--- config.mk ---
export PLATFORM = sky130hd
export DESIGN_NAME = scurve_period_gen
export DESIGN_NICKNAME = d
export VERILOG_FILES = /design/src/rtl/motion_pkg.sv /design/src/rtl/rising_edge_det.sv /design/src/rtl/scurve_period_gen.sv
export SDC_FILE = /design/constraint.sdc
export NUM_CORES = 1
export LEC_CHECK = 0
export BUFFER_PORTS_ARGS = -buffer_cell sky130_fd_sc_hd__buf_2
export CAP_MARGIN = 20
export CORE_MARGIN = 4
export CORE_UTILIZATION = 45
export CTS_BUF_LIST = sky130_fd_sc_hd__clkbuf_4 sky130_fd_sc_hd__clkbuf_8
export CTS_CLUSTER_DIAMETER = 30
export CTS_CLUSTER_SIZE = 8
export DETAILED_ROUTE_END_ITERATION = 8
export SYNTH_ARGS = -nofsm -noshare
export SYNTH_HDL_FRONTEND = slang
export SYNTH_SLANG_ARGS = --single-unit
--- constraint.sdc ---
create_clock -name clk -period 14.7 [get_ports clk]
set_input_delay 0 -clock clk [delete_from_list [all_inputs] [get_ports clk]]
set_output_delay 0 -clock clk [all_outputs]
set_load 0.03 [all_outputs]
--- src/rtl/motion_pkg.sv ---
// Shared definitions for the motion-control blocks: FSM encoding and default widths.
package motion_pkg;

    localparam int W_PER = 32;
    localparam int W_JRK = 16;

    localparam logic [2:0] S_IDLE   = 3'd0;
    localparam logic [2:0] S_ACCEL  = 3'd1;
    localparam logic [2:0] S_CRUISE = 3'd2;
    localparam logic [2:0] S_DECEL  = 3'd3;
    localparam logic [2:0] S_DONE   = 3'd4;

endpackage

--- src/rtl/rising_edge_det.sv ---
// Registered rising-edge detector: pulse is high in the cycle d first reads 1.
module rising_edge_det (
    input  logic clk,
    input  logic reset,
    input  logic d,
    output logic pulse
);

    logic prev;

    always_ff @(posedge clk) begin
        if (reset) prev <= 1'b0;
        else       prev <= d;
    end

    assign pulse = d & ~prev;

endmodule

--- src/rtl/scurve_period_gen.sv ---
// Jerk-limited period shaper feeding the PWM: accelerates, cruises and decelerates
// one step at a time, counting steps from the PWM pulse fed back on step_in.
module scurve_period_gen
    import motion_pkg::*;
#(
    parameter int W_PER = motion_pkg::W_PER,
    parameter int W_JRK = motion_pkg::W_JRK
) (
    input  logic             clk,
    input  logic             reset,
    input  logic             start,
    input  logic [W_PER-1:0] steps_total,
    input  logic [W_PER-1:0] period_init,
    input  logic [W_PER-1:0] period_min,
    input  logic [W_JRK-1:0] jerk,
    input  logic [W_JRK-1:0] dmax,
    input  logic             step_in,
    output logic [W_PER-1:0] f,
    output logic             pwm_reset,
    output logic             busy,
    output logic             done,
    output logic [W_PER-1:0] steps_done,
    output logic [2:0]       state
);

    logic             step_edge;
    logic [W_PER-1:0] tot_q, init_q, min_q, jerk_q, dmax_q;
    logic [W_PER-1:0] d_q, acc_cnt;
    logic [W_PER-1:0] sd_next, rem, d_inc, d_sat, f_sub, f_acc, f_dec;
    logic [W_PER:0]   f_sum;

    rising_edge_det u_step_edge (
        .clk   (clk),
        .reset (reset),
        .d     (step_in),
        .pulse (step_edge)
    );

    assign pwm_reset = (state == S_IDLE) || (state == S_DONE);
    assign busy      = ~pwm_reset;

    // Next-step arithmetic; f never drops below the latched minimum or rises above init.
    always_comb begin
        sd_next = steps_done + W_PER'(1);
        rem     = tot_q - sd_next;
        d_inc   = d_q + jerk_q;
        d_sat   = (d_inc > dmax_q) ? dmax_q : d_inc;
        f_sub   = (f > d_sat) ? (f - d_sat) : '0;
        f_acc   = (f_sub < min_q) ? min_q : f_sub;
        f_sum   = {1'b0, f} + {1'b0, d_sat};
        f_dec   = (f_sum > {1'b0, init_q}) ? init_q : f_sum[W_PER-1:0];
    end

    always_ff @(posedge clk) begin
        if (reset) begin
            state      <= S_IDLE;
            f          <= '0;
            d_q        <= '0;
            steps_done <= '0;
            acc_cnt    <= '0;
            done       <= 1'b0;
            tot_q      <= '0;
            init_q     <= '0;
            min_q      <= '0;
            jerk_q     <= '0;
            dmax_q     <= '0;
        end else begin
            done <= 1'b0;
            case (state)
                S_IDLE: begin
                    if (start) begin
                        tot_q  <= steps_total;
                        init_q <= period_init;
                        min_q  <= (period_min < period_init) ? period_min : period_init;
                        jerk_q <= {{(W_PER-W_JRK){1'b0}}, jerk};
                        dmax_q <= {{(W_PER-W_JRK){1'b0}}, dmax};
                        if (steps_total == '0) begin
                            state <= S_DONE;
                            done  <= 1'b1;
                        end else begin
                            f          <= period_init;
                            d_q        <= '0;
                            steps_done <= '0;
                            acc_cnt    <= '0;
                            state      <= S_ACCEL;
                        end
                    end
                end
                S_ACCEL: begin
                    if (step_edge) begin
                        steps_done <= sd_next;
                        if (rem == '0) begin
                            state <= S_DONE;
                            done  <= 1'b1;
                        end else if (rem <= acc_cnt) begin
                            state <= S_DECEL;
                            d_q   <= '0;
                        end else if (f == min_q) begin
                            state <= S_CRUISE;
                        end else begin
                            d_q     <= d_sat;
                            f       <= f_acc;
                            acc_cnt <= acc_cnt + W_PER'(1);
                        end
                    end
                end
                S_CRUISE: begin
                    if (step_edge) begin
                        steps_done <= sd_next;
                        if (rem == '0) begin
                            state <= S_DONE;
                            done  <= 1'b1;
                        end else if (rem <= acc_cnt) begin
                            state <= S_DECEL;
                            d_q   <= '0;
                        end
                    end
                end
                S_DECEL: begin
                    if (step_edge) begin
                        steps_done <= sd_next;
                        if (rem == '0) begin
                            state <= S_DONE;
                            done  <= 1'b1;
                        end else begin
                            d_q <= d_sat;
                            f   <= f_dec;
                        end
                    end
                end
                S_DONE:  state <= S_IDLE;
                default: state <= S_IDLE;
            endcase
        end
    end

endmodule

## Yosys cells after proc, flatten, opt, wreduce, memory -nomap -nowiden

Index checks and enable logic that the tools add are counted.

- Reduce and logical (&&, ||, !) cells: 15
- Add/subtract/negate cells: 6
- Magnitude comparators: 6
- Bitwise gates (word level): 3
- Muxes and demuxes: 50
- Equal/unequal tests: 21

Operator list:

| kind | number |
|---|---|
| 32-bit two-way mux | 29 |
| 32-bit case mux with 2 select lines | 2 |
| 32-bit case mux with 4 select lines | 1 |
| 32-bit case mux with 3 select lines | 1 |
| 32-bit by 1-bit adder with 32-bit output (second input constant) | 2 |
| 32-bit zero test | 2 |
| 32-bit < comparator | 2 |
| 32-bit subtractor | 2 |
| 32-bit by 32-bit adder with 33-bit output | 1 |
| 33-bit by 32-bit > comparator with 1-bit output | 1 |
| 3-bit two-way mux | 11 |
| 32-bit by 16-bit adder with 32-bit output | 1 |
| 32-bit == test | 1 |
| 32-bit by 16-bit > comparator with 1-bit output | 1 |
| 32-bit > comparator | 1 |
| 32-bit <= comparator | 1 |
| 2-bit inequality test (second input constant) | 12 |
| 7-bit AND reduction | 2 |
| 3-bit case mux with 4 select lines | 1 |
| 11-bit AND reduction | 1 |
| 9-bit AND reduction | 1 |
| 3-bit by 2-bit == test with 1-bit output (second input constant) | 2 |
| 3-bit inequality test (second input constant) | 2 |
| 1-bit two-way mux | 4 |
| other kinds (15) | 17 |

- Output and inout bits: 70
- Flip-flop bits (word level): 261
- Bits of input ports: 132
- Logic and storage cells: 113

## Depth between registers and ports, before layout

Gate-level depths: netlist of run 1.

- Depth in word-level cells: 12
- Depth in mapped cells: 48

## Modules after synthesis

A second synthesis of run 1 with hierarchy kept.

- Cell total of the unflattened synthesis: 3089
- Area, all modules: 22979.5 µm²

Modules (own cells, without submodules):

| module | seq. area each (µm²) | cells an instance | area an instance (µm²) | instances |
|---|---|---|---|---|
| scurve_period_gen | 5205.0 | 3086 | 22932.0 | 1 |
| rising_edge_det | 20.0 | 3 | 47.5 | 1 |

## Worst setup path before layout of run 1

No wires, ideal clock.

- Kind: register to register
- From: register jerk_q[0]
- To: register f[21]
- Data required time: 14.575 ns
- Path slack: 5.252 ns
- Library setup time: 0.125 ns
- Arrival time: 9.323 ns
- Clock period less this slack: 9.448 ns
- Stages on the path, launching flop included: 48
- Path through: dfxtp_1 > ha_1 > fa_1 > a211oi_1 > o21ai_1 > a31oi_1 > nand2b_1 > nand2b_1 > a21oi_1 > xnor2_1 > ha_1 > a21o_1 > a21o_1 > a21o_1 > a21o_1 > a21o_1 > a221o_1 > a221oi_1 > (+12 left out) > buf_2 > a21o_1 > clkbuf_1 > nor2_1 > ha_1 > o21ai_0 > nand2b_1 > a21oi_1 > nor2_1 > a221o_1 > a221oi_1 > and3_1 > clkbuf_1 > buf_1 > a211oi_1 > o21a_1 > o31ai_1 > mux2i_1

- Word-level cells in the longest chain between the ends: 12

Ends and longest elaborated chain:

| item | line | RTL |
|---|---|---|
| start: declaration | scurve_period_gen.sv:27 | `logic [W_PER-1:0] tot_q, init_q, min_q, jerk_q, dmax_q;` |
| start signal: assignment | scurve_period_gen.sv:75 | `jerk_q <= {{(W_PER-W_JRK){1'b0}}, jerk};` |
| 32-bit by 16-bit adder with 32-bit output (*) | scurve_period_gen.sv:46 | `d_inc = d_q + jerk_q;` |
| 32-bit by 16-bit > comparator with 1-bit output | scurve_period_gen.sv:47 | `d_sat = (d_inc > dmax_q) ? dmax_q : d_inc;` |
| 32-bit two-way mux (*) | scurve_period_gen.sv:47 |  |
| 32-bit subtractor / 32-bit > comparator (equally long branches) | scurve_period_gen.sv:48 | `f_sub = (f > d_sat) ? (f - d_sat) : '0;` |
| 32-bit two-way mux | scurve_period_gen.sv:48 |  |
| 32-bit < comparator | scurve_period_gen.sv:49 | `f_acc = (f_sub < min_q) ? min_q : f_sub;` |
| 32-bit two-way mux | scurve_period_gen.sv:49 |  |
| 32-bit two-way mux | scurve_period_gen.sv:98 | `end else if (f == min_q) begin` |
| 32-bit two-way mux | scurve_period_gen.sv:95 | `end else if (rem <= acc_cnt) begin` |
| 32-bit two-way mux | scurve_period_gen.sv:92 | `if (rem == '0) begin` |
| 32-bit two-way mux | scurve_period_gen.sv:90 | `if (step_edge) begin` |
| 32-bit case mux with 3 select lines (*) | scurve_period_gen.sv:69 | `case (state)` |
| end signal: assignment | scurve_period_gen.sv:81 | `f <= period_init;` |
| end: declaration | scurve_period_gen.sv:18 | `output logic [W_PER-1:0] f,` |

Mark *: on every way between the ends. The rest lies on a longest branch, timed or not. The select of a mux whose other input is x is not followed.
A chain may end at the register's enable or synchronous reset.

## Worst setup path in the final report of run 1

- From: register jerk_q[0]
- To: register f[28]

The elaborated chain is that of the path after synthesis.

==> results of run 1 <==
-- path summary, 6_finish.rpt --
kind	start	endpoint	slack [ns]	cells past startpoint
max	jerk_q[0]	f[28]	2.50	39
min	dmax[7]	dmax_q[7]	0.10	4
max reg2reg	jerk_q[0]	f[28]	2.50	39
min reg2reg	init_q[17]	init_q[17]	0.45	2
-- Yosys cell counts (all sizes together), types with 10 or more instances --
master | n | share of area
nand2 | 408 | 0.066
a21oi | 305 | 0.066
dfxtp | 261 | 0.23
ha | 259 | 0.14
inv | 219 | 0.035
nor2 | 182 | 0.030
o21ai | 148 | 0.032
clkbuf | 140 | 0.023
xnor2 | 124 | 0.047
mux2i | 107 | 0.046
a21o | 85 | 0.027
nand3 | 84 | 0.018
nor3 | 84 | 0.019
nand4 | 68 | 0.018
and2 | 55 | 0.015
o31ai | 46 | 0.015
a211oi | 45 | 0.015
nor4 | 37 | 0.011
and3 | 30 | 0.0081
o21a | 30 | 0.0097
o211ai | 26 | 0.0090
o21bai | 26 | 0.0084
xor2 | 26 | 0.0098
nor2b | 24 | 0.0065
a31oi | 23 | 0.0062
buf | 21 | 0.0054
nand2b | 20 | 0.0054
or3 | 19 | 0.0051
o2bb2ai | 16 | 0.0060
a31o | 13 | 0.0049
or4 | 12 | 0.0044
a221oi | 11 | 0.0044
nand3b | 11 | 0.0036
a211o | 10 | 0.0038
-- worst min-delay path, cell delays in order --
cell,delay (ns)
dlygate4sd3_1,0.52
buf_2,0.12
nand2_1,0.05
a21oi_1,0.05
-- cell type report --
| type | count | area [µm²] | share of cell area |
|---|---|---|---|
| multi-input combinational | 2496 | 16700 | 0.593 |
| sequential | 261 | 5230 | 0.186 |
| timing repair buffer | 361 | 2550 | 0.0908 |
| clock buffer | 109 | 1440 | 0.0513 |
| tap | 672 | 841 | 0.0299 |
| inverter | 220 | 826 | 0.0294 |
| clock inverter | 36 | 548 | 0.0195 |
-- through the flow --
stage	instances	hold slack [ns]
6_report	4155	0.100
5_1_grt	4155	0.0775
4_1_cts	4154	0.0470
3_5_place_dp	3876	0.238
3_3_place_gp	3876	0.228
2_1_floorplan	3138	0.128
-- registers in the layout, indices dropped and copies added (netlist names) --
signal	cells
jerk_q	16
tot_q	32
state	3
dmax_q	16
d_q	32
steps_done	32
acc_cnt	32
min_q	32
u_step_edge.prev	1
done	1
f	32
init_q	32
-- metal layers --
metal,wire [µm],track usage,part of all wire
met5,12,0,0.00014
met1,40300,0.431,0.46
met3,7350,0.0632,0.084
met2,37600,0.465,0.43
met4,2650,0.0897,0.030
-- power by group through the flow --
stage	Combinational, mW	Clock [mW]	Sequential [mW]
CTS	3.46	1.32	0.973
global placement	3.38	0	0.984
finish	3.56	1.30	0.977
detailed placement	3.41	0	0.986
floorplan	2.34	0	0.977
global route	3.85	1.36	0.987
-- logic make-up (layout without fill, tap and decap cells) --
kind of cell | count (synthesis) | count (layout) | share of synthesized area
other cells | 2 | 36 | 0.000324
compound gates | 870 | 870 | 0.242
fa+ha+maj | 263 | 263 | 0.143
mux | 112 | 112 | 0.0486
xor+xnor | 150 | 150 | 0.0566
buf+inv | 381 | 726 | 0.0637
flops | 261 | 261 | 0.225
simple gates | 1065 | 1065 | 0.221
==> impl_metrics.yaml, run 1 <==
power:
  power_mw: 5.84
  p_sw_mw: 2.92
  switching_share: 0.499
  power_per_cell_area_nw_per_um2: 208
  clockPowerShare: 0.223
  peakVddDrop_uv: 118
  p_leak_nw: 12.2
  pwr-share-seq: 0.167
  intPower_mw: 2.92
  comb_power_share: 0.610
cells_and_area:
  final_common_cell: "nand2_1"
  stdcell_area_um2: 28100
  synthToLayoutAreaGrowth_pct: 21.2
  nets: 3814
  fin_util: 0.556
  drive_gt1_frac: 0.125
  fill_cells: 4834
  final_cell_mix: "nand2_1 (407), a21oi_1 (302), dfxtp_1 (261)"
  num_antenna_cells: 0
floorplanning:
  fp-row-count: 82
  die_h_um: 235
  core_area_um2: 50600
  ios: 202
  design.die.area_um2: 55300
  fp.dieW_um: 235
  start_util: 0.459
clock_tree:
  ctsResizeCount: 0
  cts_hold_buf: 133
  cts_tree: "built"
  cts_setup_buffers: 0
  cts_sinks: 261
  cts.htree.levels: 3
  clk_path_buf_depth: 3
  path_clk_slew_ns: 0.06
  cts-buffers-inserted: 79
  ctsRootBufferMaster: "clkbuf_8"
  clock_latency_ns: 0.69
global_routing:
  grt_util_all_layers: 0.304
  antenna_found_initial: 1
  grt_pass1_wl_um: 135000
  overflow: 0
  grt_max_degree: 95
  grt_pass1_vias: 23500
placement:
  dp_hpwl_um: 65900
  globalplace.congestion: 0.983
  portBuffers: 201
  post_dp_cell_area_um2: 24800
  dp_slack_ns: 2.64
timing:
  setup_viol: 0
  maxSlewViolCount: 16
  tightest_slew_ns: 1.87
  tns_ns: 0
  rsz0062_at_grt: "no"
  max_freq_ghz: 0.0820
  fin_worst_skew_ns: 0.0406
  slew_headroom: -0.253
  fin_crit_ns: 12.20
  fin_crit_sh: 0.830
  hold_viol_final: 0
  setup_ws_ns: 2.50
synthesis:
  synth_cell_type_count: 92
  syn_area_um2: 23200
  netlist_instances: 3104
  syn_area_per_cell_um2: 7.48
  synth_seq_area_share: 0.225
  synth-async-reset-ratio: 0
  ys_seq_elements: 261
  synth-main-ff-cell: "dfxtp_1"
  synth_edf_count: 0
  yosysWarnings: 0
route:
  viasPerCell: 5.91
  routed_wl_um: 87900
  drc: 0
  antenna_left: 0
  post_drt_wl_per_cell_um: 21.2
  via_count: 24600
  drt-pass1-iter-count: 5
  drtIter0Drc: 2044
critical_path:
  cp-start-kind: "flop"
  critPathMaxFanout: 20
  critPathMaxStageDelay_ns: 0.92
  crit_slowest_cell: "nand3_1"
  worst_path_most_repeated_cell: "a21o_1"
  worstSetupPathType: "reg -> reg"
  worstPathArrival_ns: 12.76
  cpLargestDelayFamily: "compound AO/OA/AOI/OAI gates"
  critPathCaptureType: "flop"
  cp_num_buf_inv: 1
  cp_data_required_time_ns: 15.26
hold_path:
  hold_class: "in -> reg"
job:
  cap_violations: 0
outcome:
  failed_checks: "max-slew violations"
  outcome: "finished with violations"
Power figures use the tool's default switching activity.
==> run 2, diff against run 1 <==
--- a/config.mk
+++ b/config.mk
@@ -5,6 +5,7 @@
 export SDC_FILE = /design/constraint.sdc
 export NUM_CORES = 1
 export LEC_CHECK = 0
+export ABC_AREA = 1
 export BUFFER_PORTS_ARGS = -buffer_cell sky130_fd_sc_hd__buf_2
 export CAP_MARGIN = 20
 export CORE_MARGIN = 4
==> constraint.sdc (replaced) <==
create_clock -name clk -period 12.7 [get_ports clk]
set_input_delay 0 -clock clk [delete_from_list [all_inputs] [get_ports clk]]
set_output_delay 0 -clock clk [all_outputs]
set_load 0.03 [all_outputs]
==> impl_metrics.yaml, run 2 <==
floorplanning:
  start_util: 0.459
  fp-row-count: 84
  ios: 202
  fp.dieW_um: 240
  core_area_um2: 53000
  die_h_um: 240
  design.die.area_um2: 57800
timing:
  max_freq_ghz: 0.0982
  fin_worst_skew_ns: 0.0432
  maxSlewViolCount: 0
  fin_crit_sh: 0.802
  fin_crit_ns: 10.18
  tightest_slew_ns: 1.14
  slew_headroom: 0.241
  tns_ns: 0
  rsz0062_at_grt: "no"
  setup_viol: 0
  hold_viol_final: 0
synthesis:
  syn_area_um2: 24300
  ys_seq_elements: 261
  synth_seq_area_share: 0.215
  netlist_instances: 3905
  synth_top_area_cell: "dfxtp_1"
  yosysWarnings: 0
  netlist_top_cells_area: "dfxtp_1 (22%), nand2_1 (14%), ha_1 (13%)"
  synth-async-reset-ratio: 0
  yosys-top-cells-count: "nand2_1 (893), inv_1 (576), a21oi_1 (436), nor2_1 (347), nand3_1 (294)"
  synth_top_area_frac: 0.215
  synth-main-ff-cell: "dfxtp_1"
  synth_edf_count: 0
  synth_cell_type_count: 70
  post-synth-top-count-cell: "nand2_1"
  syn_area_per_cell_um2: 6.22
route:
  drt-pass1-iter-count: 5
  drc: 0
  viasPerCell: 5.24
  drtIter0Drc: 1913
  antenna_left: 0
  post_drt_wl_per_cell_um: 16.9
  routed_wl_um: 85300
  via_count: 26400
critical_path:
  rrSetupSlack_ns: 2.52
  worst_path_most_repeated_cell: "nand2_1"
  rr_endpoint: "f[6]"
  critPathMaxStageDelay_ns: 0.87
  worstPathArrival_ns: 10.74
  crit_slowest_cell: "nand2_2"
  cpLargestDelayFamily: "simple AND/OR/NAND/NOR gates"
  cp-start-kind: "flop"
  timing.rr.start: "jerk_q[2]"
  r2r_cells: 50
  critPathCaptureType: "flop"
  critPathMaxFanout: 33
  worstSetupPathType: "reg -> reg"
  cp_data_required_time_ns: 13.25
  cp_num_buf_inv: 7
placement:
  dp_hpwl_um: 64200
  portBuffers: 201
  globalplace.congestion: 0.990
outcome:
  outcome: "finished, final reports clean"
clock_tree:
  ctsRootBufferMaster: "clkbuf_8"
  cts_setup_buffers: 0
  cts-buffers-inserted: 79
  path_clk_slew_ns: 0.05
  clock_latency_ns: 0.69
  cts_tree: "built"
  cts.htree.levels: 3
  clk_path_buf_depth: 3
  cts_sinks: 261
cells_and_area:
  drive_gt1_frac: 0.111
  fill_cells: 5480
  seqCellArea_um2: 5230
  multi_input_comb_area_um2: 16400
  synthToLayoutAreaGrowth_pct: 21.2
  final_common_cell: "nand2_1"
  nets: 4676
  final_cell_mix: "nand2_1 (891), inv_1 (575), a21oi_1 (435)"
hold_path:
  whs_path_depth: 7
  hold_class: "in -> reg"
  min_to: "state[2]"
  holdCritStartpoint: "start"
global_routing:
  grt_util_all_layers: 0.287
  grt_pass1_vias: 24800
  overflow: 0
  antenna_found_initial: 1
  grt_pass1_wl_um: 133000
  grt_max_degree: 95
job:
  cap_violations: 0
[run 2: repair_timing]
| action | CTS | global route |
|---|---|---|
| resized for setup | 0 | 0 |
| hold buffers | 172 | 0 |
| endpoints found under the hold margin | 190 | 0 |
| setup endpoints to repair | 0 | 0 |
[run 2: cell families after synthesis]
kind of cell	synth area share
AO/OA/AOI/OAI	0.167
flip-flops	0.215
AND/OR/NAND/NOR	0.327
buffers and inverters	0.118
other	0.000309
XOR/XNOR	0.0364
adder cells (fa/ha/maj)	0.137
[run 2: metal layers]
layer	GRT usage	share of wire	up-vias
met1	0.408	0.48	11900
met2	0.439	0.43	828
met4	0.0810	0.024	0
met5	0	0	-
met3	0.0588	0.074	127
li1	-	-	13600
[run 2: worst register-to-register path, delay by kind of cell (launching register included)]
kind / cells / cell delay, ns
AO/OA/AOI/OAI: 7 / 1.47
AND/OR/NAND/NOR: 31 / 6.41
flip-flops: 1 / 0.31
buffers and inverters: 7 / 0.47
XOR/XNOR: 1 / 0.18
adder cells (fa/ha/maj): 4 / 1.21
[run 2: worst max path at each step]
stage	from	to	slack, ns	depth (start not counted)
2_1_floorplan	jerk_q[2]	f[0]	5.60	51
4_1_cts	jerk_q[2]	f[6]	2.70	50
3_3_place_gp	jerk_q[2]	f[27]	2.91	50
3_5_place_dp	jerk_q[2]	f[6]	2.74	50
5_1_grt	jerk_q[7]	f[22]	1.53	50
6_report	jerk_q[2]	f[6]	2.52	50
[run 2: metrics by stage]
stage	utilization	setup slack, ns	std cells	area, µm²	hold slack [ns]
after floorplan	-	5.60	3939	24400	0.125
after global placement	0.488	2.91	4716	25800	0.219
after detailed placement	0.488	2.74	4716	25800	0.242
after CTS	0.556	2.70	5032	29400	0.0129
after global routing	0.556	1.53	5034	29400	0.0696
final	0.556	2.52	5036	29400	0.0745
[run 2: area by class of cell]
| cell class | count | area share |
|---|---|---|
| antenna | 4 | 0.000340 |
| clock buffer | 107 | 0.0481 |
| clock inverter | 37 | 0.0155 |
| inverter | 601 | 0.0766 |
| multi-input combinational | 2949 | 0.556 |
| sequential | 261 | 0.177 |
| tap | 688 | 0.0292 |
| timing repair buffer | 389 | 0.0969 |
Power of run 2 is left out: the tool's default activity adds up to more than one toggle a clock period on the data nets, which glitch-free logic cannot reach.
